File: config.mk
export PLATFORM = sky130hd
export DESIGN_NAME = keccak_sponge_ctrl
export DESIGN_NICKNAME = d
export VERILOG_FILES = /design/src/rtl/keccak_ctrl_pkg.sv /design/src/rtl/keccak_sponge_ctrl.sv
export SDC_FILE = /design/constraint.sdc
export NUM_CORES = 1
export LEC_CHECK = 0
export ABC_AREA = 0
export CAP_MARGIN = 30
export CORE_UTILIZATION = 46
export CTS_BUF_LIST = sky130_fd_sc_hd__clkbuf_8
export CTS_CLUSTER_DIAMETER = 60
export DETAILED_ROUTE_END_ITERATION = 10
export GPL_TIMING_DRIVEN = 0
export PLACE_DENSITY = 0.9
export SLEW_MARGIN = 20
export SYNTH_ARGS = -nofsm -noshare
export SYNTH_HDL_FRONTEND = slang
export SYNTH_SLANG_ARGS = --single-unit
File: constraint.sdc
create_clock -name clk_i -period 1.95 [get_ports clk_i]
set_clock_uncertainty 0.15 [all_clocks]
set_input_delay 0.39 -clock clk_i [delete_from_list [all_inputs] [get_ports clk_i]]
set_output_delay 0.39 -clock clk_i [all_outputs]
set_load 0.05 [all_outputs]
File: src/rtl/keccak_ctrl_pkg.sv
// Shared types and constants for the Keccak sponge sequencer.
//   state_t      : sequencer FSM states
//   STATE_WORDS  : Keccak-f[1600] state size in 32-bit words
//   DS_SHA3/DS_SHAKE : domain-separation bytes
//   PAD_END_WORD : final padding bit in the last rate word
//   pad_word()   : masks a partial final beat and inserts the ds byte
package keccak_ctrl_pkg;

    typedef enum logic [3:0] {
        S_IDLE,
        S_CLEAR,
        S_ABSORB,
        S_PAD_DS,
        S_PAD_END,
        S_PERM,
        S_SQ_RD,
        S_SQ_OUT,
        S_DONE
    } state_t;

    localparam int unsigned STATE_WORDS  = 50;
    localparam logic [7:0]  DS_SHA3      = 8'h06;
    localparam logic [7:0]  DS_SHAKE     = 8'h1F;
    localparam logic [31:0] PAD_END_WORD = 32'h8000_0000;

    // Bytes below 'bytes' pass through, byte 'bytes' becomes ds, the rest are zero.
    function automatic logic [31:0] pad_word(input logic [31:0] data,
                                             input logic [2:0]  bytes,
                                             input logic [7:0]  ds);
        logic [31:0] w;
        w = '0;
        for (int unsigned i = 0; i < 4; i++) begin
            if (i < 32'(bytes))
                w[8*i +: 8] = data[8*i +: 8];
            else if (i == 32'(bytes))
                w[8*i +: 8] = ds;
        end
        return w;
    endfunction

endpackage

File: src/rtl/keccak_sponge_ctrl.sv
// Sponge-mode sequencer for a Keccak-f[1600] permutation core.
// Absorbs a 32-bit message stream into the rate, applies multi-rate padding,
// runs permutations and squeezes cfg_out_words digest words.
//   clk_i, rst_i                    : clock, synchronous active-high reset
//   start_i, cfg_*                  : start request and per-hash configuration
//   in_valid_i/in_ready_o/in_data_i/in_last_i/in_bytes_i : message stream
//   st_clr_o/st_addr_o/st_xor_o/st_wdata_o/st_re_o/st_rdata_i : core state port
//   perm_start_o/perm_done_i        : permutation handshake
//   out_valid_o/out_ready_i/out_data_o/out_last_o : digest stream
//   busy_o, done_o                  : status, completion pulse
module keccak_sponge_ctrl
    import keccak_ctrl_pkg::*;
#(
    parameter int unsigned MAX_RATE_WORDS = 42,
    parameter int unsigned OUT_CNT_W      = 8
) (
    input  logic                 clk_i,
    input  logic                 rst_i,
    input  logic                 start_i,
    input  logic [5:0]           cfg_rate_words_i,
    input  logic [7:0]           cfg_dsbyte_i,
    input  logic [OUT_CNT_W-1:0] cfg_out_words_i,
    input  logic                 in_valid_i,
    output logic                 in_ready_o,
    input  logic [31:0]          in_data_i,
    input  logic                 in_last_i,
    input  logic [2:0]           in_bytes_i,
    output logic                 st_clr_o,
    output logic [5:0]           st_addr_o,
    output logic                 st_xor_o,
    output logic [31:0]          st_wdata_o,
    output logic                 st_re_o,
    input  logic [31:0]          st_rdata_i,
    output logic                 perm_start_o,
    input  logic                 perm_done_i,
    output logic                 out_valid_o,
    input  logic                 out_ready_i,
    output logic [31:0]          out_data_o,
    output logic                 out_last_o,
    output logic                 busy_o,
    output logic                 done_o
);

    state_t               state;
    state_t               ret;          // where to resume after a permutation
    logic [5:0]           rate;
    logic [7:0]           ds;
    logic [OUT_CNT_W-1:0] out_words;
    logic [5:0]           wcnt;
    logic [5:0]           rcnt;
    logic [OUT_CNT_W-1:0] ocnt;
    logic                 perm_issued;
    logic                 fresh;        // first SQ_OUT cycle: read data is on st_rdata_i
    logic [31:0]          data_q;

    logic [5:0]           rate_clamped;
    logic                 partial;
    logic [31:0]          padded;
    logic [5:0]           wcnt_nxt;
    logic [5:0]           rcnt_nxt;
    logic [OUT_CNT_W-1:0] ocnt_nxt;

    always_comb begin
        rate_clamped = cfg_rate_words_i;
        if (cfg_rate_words_i == '0 || 32'(cfg_rate_words_i) > MAX_RATE_WORDS)
            rate_clamped = 6'(MAX_RATE_WORDS);
        partial  = in_last_i && (in_bytes_i < 3'd4);
        padded   = pad_word(in_data_i, in_bytes_i, ds);
        wcnt_nxt = wcnt + 6'd1;
        rcnt_nxt = rcnt + 6'd1;
        ocnt_nxt = ocnt + OUT_CNT_W'(1);
    end

    // The first digest word of each read is bypassed straight from the core so
    // a word leaves every two cycles; afterwards the captured copy is held.
    assign out_data_o = fresh ? st_rdata_i : data_q;

    always_ff @(posedge clk_i) begin
        if (rst_i) begin
            state        <= S_IDLE;
            ret          <= S_IDLE;
            rate         <= '0;
            ds           <= '0;
            out_words    <= '0;
            wcnt         <= '0;
            rcnt         <= '0;
            ocnt         <= '0;
            perm_issued  <= 1'b0;
            fresh        <= 1'b0;
            data_q       <= '0;
            in_ready_o   <= 1'b0;
            st_clr_o     <= 1'b0;
            st_addr_o    <= '0;
            st_xor_o     <= 1'b0;
            st_wdata_o   <= '0;
            st_re_o      <= 1'b0;
            perm_start_o <= 1'b0;
            out_valid_o  <= 1'b0;
            out_last_o   <= 1'b0;
            busy_o       <= 1'b0;
            done_o       <= 1'b0;
        end else begin
            st_clr_o     <= 1'b0;
            st_xor_o     <= 1'b0;
            st_re_o      <= 1'b0;
            perm_start_o <= 1'b0;
            done_o       <= 1'b0;

            case (state)
                S_IDLE: begin
                    if (start_i) begin
                        rate      <= rate_clamped;
                        ds        <= cfg_dsbyte_i;
                        out_words <= cfg_out_words_i;
                        wcnt      <= '0;
                        rcnt      <= '0;
                        ocnt      <= '0;
                        st_clr_o  <= 1'b1;
                        busy_o    <= 1'b1;
                        state     <= S_CLEAR;
                    end
                end

                S_CLEAR: begin
                    in_ready_o <= 1'b1;
                    state      <= S_ABSORB;
                end

                S_ABSORB: begin
                    if (in_valid_i && in_ready_o) begin
                        st_xor_o   <= 1'b1;
                        st_addr_o  <= wcnt;
                        st_wdata_o <= partial ? padded : in_data_i;
                        // A partial last beat already carries the ds byte, so the
                        // end bit goes into the same block even if it just filled.
                        if (partial) begin
                            in_ready_o <= 1'b0;
                            state      <= S_PAD_END;
                        end else if (wcnt_nxt == rate) begin
                            in_ready_o <= 1'b0;
                            wcnt       <= '0;
                            ret        <= in_last_i ? S_PAD_DS : S_ABSORB;
                            state      <= S_PERM;
                        end else begin
                            wcnt <= wcnt_nxt;
                            if (in_last_i) begin
                                in_ready_o <= 1'b0;
                                state      <= S_PAD_DS;
                            end
                        end
                    end
                end

                S_PAD_DS: begin
                    st_xor_o   <= 1'b1;
                    st_addr_o  <= wcnt;
                    st_wdata_o <= {24'h0, ds};
                    state      <= S_PAD_END;
                end

                S_PAD_END: begin
                    st_xor_o   <= 1'b1;
                    st_addr_o  <= rate - 6'd1;
                    st_wdata_o <= PAD_END_WORD;
                    ret        <= S_SQ_RD;
                    state      <= S_PERM;
                end

                // Start is issued one cycle into PERM so the preceding XOR has
                // landed before the core begins.
                S_PERM: begin
                    if (!perm_issued) begin
                        perm_start_o <= 1'b1;
                        perm_issued  <= 1'b1;
                    end else if (perm_done_i && !perm_start_o) begin
                        perm_issued <= 1'b0;
                        case (ret)
                            S_ABSORB: begin
                                in_ready_o <= 1'b1;
                                state      <= S_ABSORB;
                            end
                            S_PAD_DS: state <= S_PAD_DS;
                            default: begin
                                if (out_words == '0) begin
                                    done_o <= 1'b1;
                                    state  <= S_DONE;
                                end else begin
                                    st_re_o   <= 1'b1;
                                    st_addr_o <= rcnt;
                                    state     <= S_SQ_RD;
                                end
                            end
                        endcase
                    end
                end

                S_SQ_RD: begin
                    out_valid_o <= 1'b1;
                    out_last_o  <= (ocnt_nxt == out_words);
                    fresh       <= 1'b1;
                    state       <= S_SQ_OUT;
                end

                S_SQ_OUT: begin
                    if (fresh) begin
                        data_q <= st_rdata_i;
                        fresh  <= 1'b0;
                    end
                    if (out_ready_i) begin
                        out_valid_o <= 1'b0;
                        out_last_o  <= 1'b0;
                        ocnt        <= ocnt_nxt;
                        if (out_last_o) begin
                            done_o <= 1'b1;
                            state  <= S_DONE;
                        end else if (rcnt_nxt == rate) begin
                            rcnt  <= '0;
                            ret   <= S_SQ_RD;
                            state <= S_PERM;
                        end else begin
                            rcnt      <= rcnt_nxt;
                            st_re_o   <= 1'b1;
                            st_addr_o <= rcnt_nxt;
                            state     <= S_SQ_RD;
                        end
                    end
                end

                S_DONE: begin
                    busy_o <= 1'b0;
                    state  <= S_IDLE;
                end

                default: state <= S_IDLE;
            endcase
        end
    end

endmodule

==> reports/metrics.yaml <==
clock_tree:
  clk_latency_ns: 0.47
  htreeDepth: 4
  clkSinkCount: 130
  cts_buffer_depth: 2
  root_buffer: "clkbuf_8"
  clk_pin_slew_ns: 0.08
  cts_tree: "done"
  numCtsBuffers: 17
critical_path:
  cp_slowest_cell: "a2111o_1"
  cp-start-kind: "flip-flop"
  worstPathArrival_ns: 2.36
  cp_top_family: "compound AO/OA/AOI/OAI gates"
  max_stage_delay_ns: 0.44
  critPathMaxFanout: 4
  critPathKind: "reg2reg"
  cp_cell_sequence: "xnor2_1 -> or3_4 -> a2111o_1 -> a2bb2oi_2 -> o211ai_1 -> a21oi_1"
  required_ns: 2.19
  critPathBufInv: 0
  cp-end-kind: "flip-flop"
grt:
  track_usage: 0.308
  overflow: 0
  grt_start_max_net_pins: 17
  grt_antenna_before_repair: 0
  grt_pass1_vias: 7362
  grt_pass1_wl_microns: 38000
power_and_ir_drop:
  p_int_w: 0.00596
  power_frac_comb: 0.451
  p_leak_nw: 4.30
  seqPwrFrac: 0.325
  ir_drop_mv: 0.714
  p_sw_w: 0.00412
  p_per_area_nw_per_um2: 935
  total_power_w: 0.0101
  power.share.clock: 0.224
  p_sw_frac: 0.409
yosys:
  syn-cell-area_sq_um: 7000
  synth_edf_count: 0
  netlist_instances: 876
  ys_seq_area_frac: 0.372
  synthesis.nets: 976
  synthDistinctLibCells: 81
  syn_area_per_cell_sq_um: 7.99
  synthArstFlopShare: 0
  ys.warnings.count: 0
  ys_ff_latch: 130
  synth_ff_type: "dfxtp_1"
die:
  dieArea_sq_um: 15700
  core_sq_um: 14700
  initial_core_util: 0.476
  rows: 44
  die_h_microns: 125
  pin_count: 175
  die_x_microns: 125
drt:
  dr.pass1.iters: 8
  drc: 17
  first_iter_violations: 792
  vias: 8020
  postRouteWirelength_microns: 26200
  antenna_left: 0
  post_drt_via_cell_ratio: 6.12
  wl_per_cell_microns: 20.0
placed_design:
  gp_congestion: 0.991
  dp_slack_ns: -1.10
  portBuffers: 174
  post-dp-hpwl_microns: 16800
timing:
  grt_setup_unrepaired: "yes"
  layout_setup_ws_ns: -0.173
  fin_crit_sh: 1.09
  post-route-min-period_ns: 2.12
  slew_viol_final: 0
  setup_tns_ns: -5.19
  fmax_mhz: 471
  setup_viol: 59
  max_slew_margin: 0.508
  hold_viol_final: 0
  worstMarginPinSlew_ns: 0.738
worst_hold_path:
  hp-class: "in2reg"
finish:
  layout_common_cells: "nor2_1 (136), dfxtp_1 (107), clkdlybuf4s50_1 (93)"
  diodes: 0
  final_common_cell: "nor2_1"
  drive_gt1_frac: 0.303
  synthToLayoutAreaGrowth_pct: 53.8
  finalNetCount: 1215
run:
  drv_cap: 0
run_status:
  violations: "design-rule violations, negative setup slack"
  status: "complete, but fails checks"
metrics by stage:
stage | hold WS (ns) | instance area, sq um | std cells | util
after floorplan | 0.282 | 7020 | 876 | -
after global placement | 0.315 | 9000 | 1234 | 0.612
after detailed placement | 0.321 | 9000 | 1234 | 0.612
after CTS | 0.314 | 10100 | 1290 | 0.684
after global routing | 0.334 | 10800 | 1311 | 0.733
final | 0.322 | 10800 | 1311 | 0.733
final cells by class:
class / count / area [sq um]
clock inverters: 12 / 116
repair buffers: 230 / 2200
fillers: 1006 / 3930
well taps: 184 / 230
multi-input cells: 671 / 4810
plain buffers: 53 / 434
flip-flops and latches: 130 / 2660
clock buffers: 19 / 262
inverters: 12 / 57.6
logic make-up (layout without fill, tap and decap cells):
logic type	after synthesis	count (layout)	share of synthesized area
and+or+nand+nor	383	383	0.254
AOI/OAI and AO/OA	216	216	0.215
DFF	130	130	0.372
buffers and inverters	75	326	0.0550
muxes	36	36	0.0572
xor gates and xnor gates	32	32	0.0400
adders and majority gates	4	4	0.00715
timing repair:
item / CTS / global route
endpoints found under the setup margin: 200 / 127
gates resized for setup: 407 / 158
setup buffers: 31 / 25
gates cloned: 0 / 0
pin swaps: 44 / 48
hold buffers: 0 / 0
power groups by stage:
stage,sequential (W),clock [W],combinational (W)
after floorplan,0.00356,0,0.00195
after global placement,0.00325,0,0.00332
after detailed placement,0.00326,0,0.00335
after CTS,0.00322,0.00226,0.00385
after global routing,0.00329,0.00241,0.00478
final,0.00327,0.00226,0.00454
worst register-to-register path: cells and delay by family (launching register included):
kind | cells | cell delay (ns)
AOI/OAI and AO/OA | 4 | 0.99
DFF | 1 | 0.43
and+or+nand+nor | 1 | 0.36
xor gates and xnor gates | 1 | 0.12
cell usage after synthesis (4+ instances only):
library cell | count | area share
a2bb2oi_1 | 4 | 0.0050
dfxtp_1 | 130 | 0.37
o2111ai_1 | 6 | 0.0075
xnor2_1 | 18 | 0.023
a22o_1 | 23 | 0.029
buf_2 | 10 | 0.0071
nand2b_1 | 8 | 0.0071
and3_1 | 5 | 0.0045
or3_1 | 5 | 0.0045
a21oi_1 | 53 | 0.038
a31oi_1 | 7 | 0.0063
clkbuf_8 | 5 | 0.0098
and2_1 | 5 | 0.0045
nor3_1 | 63 | 0.045
ha_1 | 4 | 0.0071
mux2_2 | 32 | 0.051
o22ai_1 | 5 | 0.0045
buf_6 | 5 | 0.0080
nor2_1 | 148 | 0.079
nand2_1 | 75 | 0.040
a21o_1 | 5 | 0.0054
xor2_1 | 14 | 0.018
nand3_1 | 31 | 0.022
a22oi_1 | 23 | 0.025
mux2i_1 | 4 | 0.0057
nor2b_1 | 11 | 0.0098
a221oi_1 | 8 | 0.010
o21ai_0 | 32 | 0.023
o31ai_1 | 5 | 0.0054
buf_1 | 4 | 0.0021
clkbuf_1 | 38 | 0.020
o21ai_1 | 5 | 0.0036
nand3b_1 | 4 | 0.0043
a211oi_1 | 6 | 0.0064
inv_1 | 10 | 0.0054
path summary, 6_finish.rpt:
path / slack (ns) / cells past startpoint / startpoint / to
worst max-delay path: -0.17 / 6 / rate[5]$_SDFFE_PP0P_ / state[0]$_SDFFE_PP0P_
worst min-delay path: 0.32 / 3 / cfg_out_words_i[6] / out_words[6]$_SDFFE_PP0P_
worst max register to register: -0.17 / 6 / rate[5]$_SDFFE_PP0P_ / state[0]$_SDFFE_PP0P_
worst min register to register: 0.34 / 2 / st_addr_o[4]$_SDFFE_PP0P_ / st_addr_o[4]$_SDFFE_PP0P_
state kept, by name, indices dropped and copies added, names as in the netlist, 3 cells and up:
signal,flops
st_wdata_o,32
st_addr_o,6
ds,8
rcnt,6
wcnt,6
ocnt,8
rate,6
data_q,32
ret,3
out_words,8
state,4
metal layers:
| layer | part of all wire | GRT usage | vias up | wire, microns |
|---|---|---|---|---|
| li1 | - | - | 3616 | - |
| met1 | 0.38 | 0.394 | 3812 | 10000 |
| met2 | 0.49 | 0.506 | 492 | 12800 |
| met3 | 0.093 | 0.0702 | 100 | 2430 |
| met4 | 0.037 | 0.116 | 0 | 960 |
| met5 | 0 | 0 | - | 0 |
(Power assumes the default switching activity.)
